[config.mk]
export PLATFORM = sky130hd
export DESIGN_NAME = tx_channel_arbiter_flat
export DESIGN_NICKNAME = d
export VERILOG_FILES = /design/src/rtl/tx_channel_arbiter_if.sv /design/src/rtl/tx_channel_arbiter.sv /design/src/flat_wrapper.sv
export SDC_FILE = /design/constraint.sdc
export NUM_CORES = 1
export LEC_CHECK = 0
export BUFFER_PORTS_ARGS = -buffer_cell sky130_fd_sc_hd__buf_2
export CORE_UTILIZATION = 35
export DETAILED_ROUTE_END_ITERATION = 8
export PLACE_DENSITY = 0.57
export SYNTH_ARGS = -nofsm -noshare
export SYNTH_HDL_FRONTEND = slang
export SYNTH_SLANG_ARGS = --single-unit
[constraint.sdc]
create_clock -name i_clk -period 2.4 [get_ports i_clk]
set_clock_uncertainty 0.2 [all_clocks]
set_input_delay 0.36 -clock i_clk [delete_from_list [all_inputs] [get_ports i_clk]]
set_output_delay 0.36 -clock i_clk [all_outputs]
set_load 0.01 [all_outputs]
[src/rtl/tx_channel_arbiter_if.sv]
// Transmit-channel arbiter bundle: two requesters in, one byte channel out.
// master = arbiter side, slave = requesters / UART-domain side.
interface tx_channel_arbiter_if #(
  parameter int WIDTH = 8
);
  logic               i_alu_valid;
  logic [2*WIDTH-1:0] i_alu_data;
  logic               o_alu_ready;
  logic               i_rf_valid;
  logic [WIDTH-1:0]   i_rf_data;
  logic               o_rf_ready;
  logic [WIDTH-1:0]   o_tx_data;
  logic               o_tx_en;
  logic               i_tx_busy;

  modport master (
    input  i_alu_valid, i_alu_data,
    input  i_rf_valid, i_rf_data,
    input  i_tx_busy,
    output o_alu_ready, o_rf_ready,
    output o_tx_data, o_tx_en
  );

  modport slave (
    output i_alu_valid, i_alu_data,
    output i_rf_valid, i_rf_data,
    output i_tx_busy,
    input  o_alu_ready, o_rf_ready,
    input  o_tx_data, o_tx_en
  );
endinterface

[src/rtl/tx_channel_arbiter.sv]
// Arbitrates ALU / RF payloads onto a level-held byte channel toward UART.
// Option macro TX_ARB_RR_EN: round-robin; undefined: ALU fixed priority.
module tx_channel_arbiter #(
  parameter int WIDTH       = 8,
  parameter int HOLD_CYCLES = 4,
  parameter int GAP_CYCLES  = 3
) (
  input logic i_clk,
  input logic i_rst,
  tx_channel_arbiter_if.master bus
);
  localparam int CMAX = (HOLD_CYCLES > GAP_CYCLES) ?
                        HOLD_CYCLES : GAP_CYCLES;
  localparam int CW = $clog2(CMAX + 1);
  localparam logic [CW-1:0] HOLD_LAST = CW'(HOLD_CYCLES - 1);
  localparam logic [CW-1:0] GAP_LAST  = CW'(GAP_CYCLES - 1);
  localparam logic [CW-1:0] CNT_ONE   = CW'(1);

  typedef enum logic [1:0] {
    S_IDLE, S_SEND, S_GAP, S_WAIT
  } state_t;

  state_t             r_state, w_state;
  logic [CW-1:0]      r_cnt, w_cnt;
  logic [1:0]         r_left, w_left;
  logic [2*WIDTH-1:0] r_buf, w_buf;
  logic [WIDTH-1:0]   r_tx_data, w_tx_data;
  logic               r_tx_en, w_tx_en;
  logic               r_alu_rdy, w_alu_rdy;
  logic               r_rf_rdy, w_rf_rdy;
  logic               w_grant;
  logic               w_pick_alu;

  // A grant needs a request, an idle arbiter and a quiet UART.
  always_comb begin
    w_grant = (r_state == S_IDLE) &
              (bus.i_alu_valid | bus.i_rf_valid) &
              ~bus.i_tx_busy;
  end

`ifdef TX_ARB_RR_EN
  logic r_ptr, w_ptr;

  // Pointer 0 favours ALU; it flips to the loser after every grant.
  always_comb begin
    w_pick_alu = bus.i_alu_valid & (~bus.i_rf_valid | ~r_ptr);
    w_ptr      = r_ptr;
    if (w_grant) w_ptr = w_pick_alu;
  end

  // Round-robin pointer register.
  always_ff @(posedge i_clk) begin
    if (i_rst) r_ptr <= 1'b0;
    else       r_ptr <= w_ptr;
  end
`else
  // ALU wins whenever it is requesting.
  always_comb begin
    w_pick_alu = bus.i_alu_valid;
  end
`endif

  // Next-state and output logic of the transmit sequencer.
  always_comb begin
    w_state   = r_state;
    w_cnt     = r_cnt;
    w_left    = r_left;
    w_buf     = r_buf;
    w_tx_data = r_tx_data;
    w_tx_en   = r_tx_en;
    w_alu_rdy = 1'b0;
    w_rf_rdy  = 1'b0;
    unique case (r_state)
      S_IDLE: begin
        if (w_grant) begin
          w_state = S_SEND;
          w_cnt   = '0;
          w_tx_en = 1'b1;
          if (w_pick_alu) begin
            w_buf     = bus.i_alu_data;
            w_left    = 2'd2;
            w_alu_rdy = 1'b1;
            w_tx_data = bus.i_alu_data[WIDTH-1:0];
          end else begin
            w_buf     = {{WIDTH{1'b0}}, bus.i_rf_data};
            w_left    = 2'd1;
            w_rf_rdy  = 1'b1;
            w_tx_data = bus.i_rf_data;
          end
        end
      end
      S_SEND: begin
        if (r_cnt == HOLD_LAST) begin
          w_state = S_GAP;
          w_cnt   = '0;
          w_tx_en = 1'b0;
          w_left  = r_left - 2'd1;
        end else begin
          w_cnt = r_cnt + CNT_ONE;
        end
      end
      S_GAP: begin
        if (r_cnt == GAP_LAST) begin
          w_state = S_WAIT;
          w_cnt   = '0;
        end else begin
          w_cnt = r_cnt + CNT_ONE;
        end
      end
      S_WAIT: begin
        if (~bus.i_tx_busy) begin
          if (r_left != 2'd0) begin
            w_state   = S_SEND;
            w_tx_en   = 1'b1;
            w_tx_data = r_buf[2*WIDTH-1:WIDTH];
            w_buf     = r_buf >> WIDTH;
          end else begin
            w_state = S_IDLE;
          end
        end
      end
      default: w_state = S_IDLE;
    endcase
  end

  // Sequencer state and registered outputs; reset abandons any transfer.
  always_ff @(posedge i_clk) begin
    if (i_rst) begin
      r_state   <= S_IDLE;
      r_cnt     <= '0;
      r_left    <= 2'd0;
      r_buf     <= '0;
      r_tx_data <= '0;
      r_tx_en   <= 1'b0;
      r_alu_rdy <= 1'b0;
      r_rf_rdy  <= 1'b0;
    end else begin
      r_state   <= w_state;
      r_cnt     <= w_cnt;
      r_left    <= w_left;
      r_buf     <= w_buf;
      r_tx_data <= w_tx_data;
      r_tx_en   <= w_tx_en;
      r_alu_rdy <= w_alu_rdy;
      r_rf_rdy  <= w_rf_rdy;
    end
  end

  assign bus.o_tx_data   = r_tx_data;
  assign bus.o_tx_en     = r_tx_en;
  assign bus.o_alu_ready = r_alu_rdy;
  assign bus.o_rf_ready  = r_rf_rdy;
endmodule

[src/flat_wrapper.sv]
// flat-port wrapper written by rule: the top's interface ports become plain ports
module tx_channel_arbiter_flat 
#(
  parameter int WIDTH       = 8,
  parameter int HOLD_CYCLES = 4,
  parameter int GAP_CYCLES  = 3
)
  (i_clk, i_rst, bus_i_alu_valid, bus_i_alu_data, bus_i_rf_valid, bus_i_rf_data, bus_i_tx_busy, bus_o_alu_ready, bus_o_rf_ready, bus_o_tx_data, bus_o_tx_en);
  tx_channel_arbiter_if #(.WIDTH(WIDTH)) bus_i ();
  input logic i_clk;
  input logic i_rst;
  input wire logic [$bits(bus_i.i_alu_valid)-1:0] bus_i_alu_valid;
  input wire logic [$bits(bus_i.i_alu_data)-1:0] bus_i_alu_data;
  input wire logic [$bits(bus_i.i_rf_valid)-1:0] bus_i_rf_valid;
  input wire logic [$bits(bus_i.i_rf_data)-1:0] bus_i_rf_data;
  input wire logic [$bits(bus_i.i_tx_busy)-1:0] bus_i_tx_busy;
  output wire logic [$bits(bus_i.o_alu_ready)-1:0] bus_o_alu_ready;
  output wire logic [$bits(bus_i.o_rf_ready)-1:0] bus_o_rf_ready;
  output wire logic [$bits(bus_i.o_tx_data)-1:0] bus_o_tx_data;
  output wire logic [$bits(bus_i.o_tx_en)-1:0] bus_o_tx_en;
  assign bus_i.i_alu_valid = bus_i_alu_valid;
  assign bus_i.i_alu_data = bus_i_alu_data;
  assign bus_i.i_rf_valid = bus_i_rf_valid;
  assign bus_i.i_rf_data = bus_i_rf_data;
  assign bus_i.i_tx_busy = bus_i_tx_busy;
  assign bus_o_alu_ready = bus_i.o_alu_ready;
  assign bus_o_rf_ready = bus_i.o_rf_ready;
  assign bus_o_tx_data = bus_i.o_tx_data;
  assign bus_o_tx_en = bus_i.o_tx_en;
  tx_channel_arbiter #(.WIDTH(WIDTH), .HOLD_CYCLES(HOLD_CYCLES), .GAP_CYCLES(GAP_CYCLES)) u_core (.i_clk(i_clk), .i_rst(i_rst), .bus(bus_i));
endmodule
==> impl_metrics.tcl <==
set metrics [dict create \
    fmax_mhz 454.9 \
    async_flop_share 0 \
    postCtsHoldBufs 0 \
    drv_slew 0 \
    avgViaCountPerCell 4.957 \
    synth_xor_area_frac 0 \
    ioPinCount 40 \
    grt_max_degree 25 \
    final_cell_mix "buf_2, dfxtp_1, nand2_1, mux2i_1, o21ai_0" \
    insertion_delay_ns 0.27 \
    synth-edff-count 0 \
    wl_mm 3.229 \
    ys_seq_elements 26 \
    cts_buffers 3 \
    antenna_cells 0 \
    synth.distinct_cells 31 \
    synthAdderAreaFrac 0.09091 \
    synth_area_um2 1514 \
    cpPeakStageDelay_ns 0.42 \
    grt_setup_unrepaired "no" \
    synth-compound-area-share 0.1678 \
    synth_top_area_share 0.3438 \
    hpwl_mm 2.412 \
    clock-sinks 26 \
    postCtsSetupBuffers 0 \
    start_kind "flip-flop" \
    crit_chain "inv_1 > ha_1 > nor3b_1 > a2111oi_4 > buf_12 > mux2i_1 > nor2_1" \
    yosys_warnings 0 \
    n_fill_cell 429 \
    slowest_stage "dfxtp_1" \
    syn_nets 220 \
    status "complete, no violations" \
    max_cap_viol_count 0 \
    synthTopCellsByArea "dfxtp_1, mux2i_1, ha_1" \
    drive_gt1_frac 0.2260 \
    clockBufferDepth 2 \
    fp.dieH_um 67.77 \
    final_cell_count_no_fill 258 \
    finalCritPeriodShare 0.9159 \
    synth_top_area_cell "dfxtp_1" \
    finalCriticalPeriod_ns 2.198 \
    finalHoldViolations 0 \
    synth-main-ff-cell "dfxtp_1" \
    syn_avg_cell_area_um2 8.411 \
    place.gp.congestion 0.7553 \
    grt_pass1_wl_mm 5.085 \
    coreArea_um2 4086 \
    area_delta_synth_final_pct 16.20 \
    arrival_ns 2.16 \
    die_x_um 67.77 \
    ctsResizeCount 0 \
    h-tree-depth 1 \
    synth_top_family_by_area "simple AND/OR/NAND/NOR gates" \
    num_vias 1279 \
    path_clk_slew_ns 0.09 \
    rows 23 \
    synth-simple-area-share 0.1727 \
    synth_cells 180 \
    drtIter0Drc 43 \
    slew_headroom 0.6665 \
    crit_required_ns 2.36 \
    cts_tree "built" \
    crit_type "flip-flop to flip-flop" \
    initial_core_util 0.3705 \
    grt_pass1_vias 1134 \
    p_leak_uw 0.0007747 \
    io_buffer_count 39 \
    ys_seq_area_frac 0.3438 \
    muxShareOfSynthArea 0.1190 \
    crit_fanout 24 \
    first_pass_iters 4 \
    cts-root-buf "clkbuf_8" \
    ir_worst_vdd_mv 0.5367 \
    final_util 0.4305 \
    worst_pin_slew_ns 0.4984 \
    die_area_um2 4593 \
    wire_per_inst_um 12.52 \
    p_per_area_nw_per_um2 950.9 \
    layout_commonest_cell "buf_2" \
    ant_nets 0 \
    end_kind "flip-flop" \
    antenna_found_initial 0 \
    drc_errors 0 \
    place_inst 254 \
    finalSetupViolations 0 \
    grtUsageTotal 0.1492 \
    layout.nets 249 \
    fin_setup_tns_ns 0 \
    gr-total-overflow 0 \
    hp-class "input pin to flip-flop" \
]
[cell families (layout without fill, tap and decap cells)]
family,Yosys count,in the layout
flip-flops,26,26
AND/OR/NAND/NOR,57,57
buffers and inverters,30,58
AO/OA/AOI/OAI,38,38
adder cells (fa/ha/maj),11,11
multiplexers,18,18
[final cells by class]
| cell class | count | area [µm²] | share of cell area |
|---|---|---|---|
| tap | 50 | 62.56 | 0.03556 |
| inverter | 13 | 48.80 | 0.02774 |
| clock buffer | 3 | 41.29 | 0.02347 |
| sequential | 26 | 520.5 | 0.2959 |
| timing repair buffer | 41 | 222.7 | 0.1266 |
| multi-input combinational | 124 | 833.3 | 0.4737 |
| clock inverter | 1 | 30.03 | 0.01707 |
[registers in the layout, summed over array words and instances, names as in the netlist]
| signal | count |
|---|---|
| u_core.bus.o_rf_ready | 1 |
| u_core.bus.o_tx_en | 1 |
| u_core.r_cnt | 3 |
| u_core.r_buf | 9 |
| u_core.bus.o_tx_data | 7 |
| u_core.r_left | 2 |
| u_core.bus.o_alu_ready | 1 |
| u_core.r_state | 2 |
[path summary, 6_finish.rpt]
check,startpoint,cells after the start,to,slack (ns)
max,u_core.r_state[1],7,u_core.bus.o_tx_data[3],0.20
min,bus_i_alu_data[8],3,u_core.r_buf[8],0.1
max reg2reg,u_core.r_state[1],7,u_core.bus.o_tx_data[3],0.20
min reg2reg,u_core.r_buf[10],2,u_core.r_buf[10],0.26
[through the flow]
| stage | total power [µW] | hold slack [ns] | worst slack [ns] | cell area, µm² |
|---|---|---|---|---|
| after floorplan | 1179 | 0.2362 | 0.2105 | 1514 |
| after global placement | 1317 | 0.2499 | 0.2543 | 1688 |
| after detailed placement | 1321 | 0.2540 | 0.2238 | 1688 |
| after CTS | 1686 | 0.09707 | 0.2028 | 1759 |
| after global routing | 1794 | 0.1078 | 0.09819 | 1759 |
| final | 1673 | 0.09700 | 0.2018 | 1759 |
[critical path: cells and delay by family, from the launching register on]
| kind | cells | cell delay [ns] |
|---|---|---|
| AND/OR/NAND/NOR | 2 | 0.25 |
| adder cells (fa/ha/maj) | 1 | 0.28 |
| flip-flops | 1 | 0.42 |
| buffers and inverters | 2 | 0.33 |
| AO/OA/AOI/OAI | 1 | 0.39 |
| multiplexers | 1 | 0.21 |
[per-layer routing]
metal | up-vias | track usage | wire length, µm | share of wire
met4 | 0 | 0.03646 | 31 | 0.0096
met2 | 41 | 0.2376 | 1421 | 0.44
met5 | - | 0 | 0 | 0
li1 | 671 | - | - | -
met3 | 4 | 0.04223 | 212 | 0.066
met1 | 563 | 0.1970 | 1562 | 0.48
[where the power goes]
part,total (µW),switching (µW),internal (µW)
clock network,370,146,223
logic,722,417,305
registers,582,56.3,525
total,1670,620,1050
[cells in the mapped netlist, drive strengths merged, types with 2 or more instances]
master and number:
nor2 15, a32o 2, mux2i 18, o41ai 2
nor2b 2, o21ai 18, nand2b 4, nand2 19
a41o 2, nor3b 2, clkbuf 5, nand3 10
ha 11, inv 12, dfxtp 26, buf 12
a21oi 8
(Power assumes the default switching activity.)
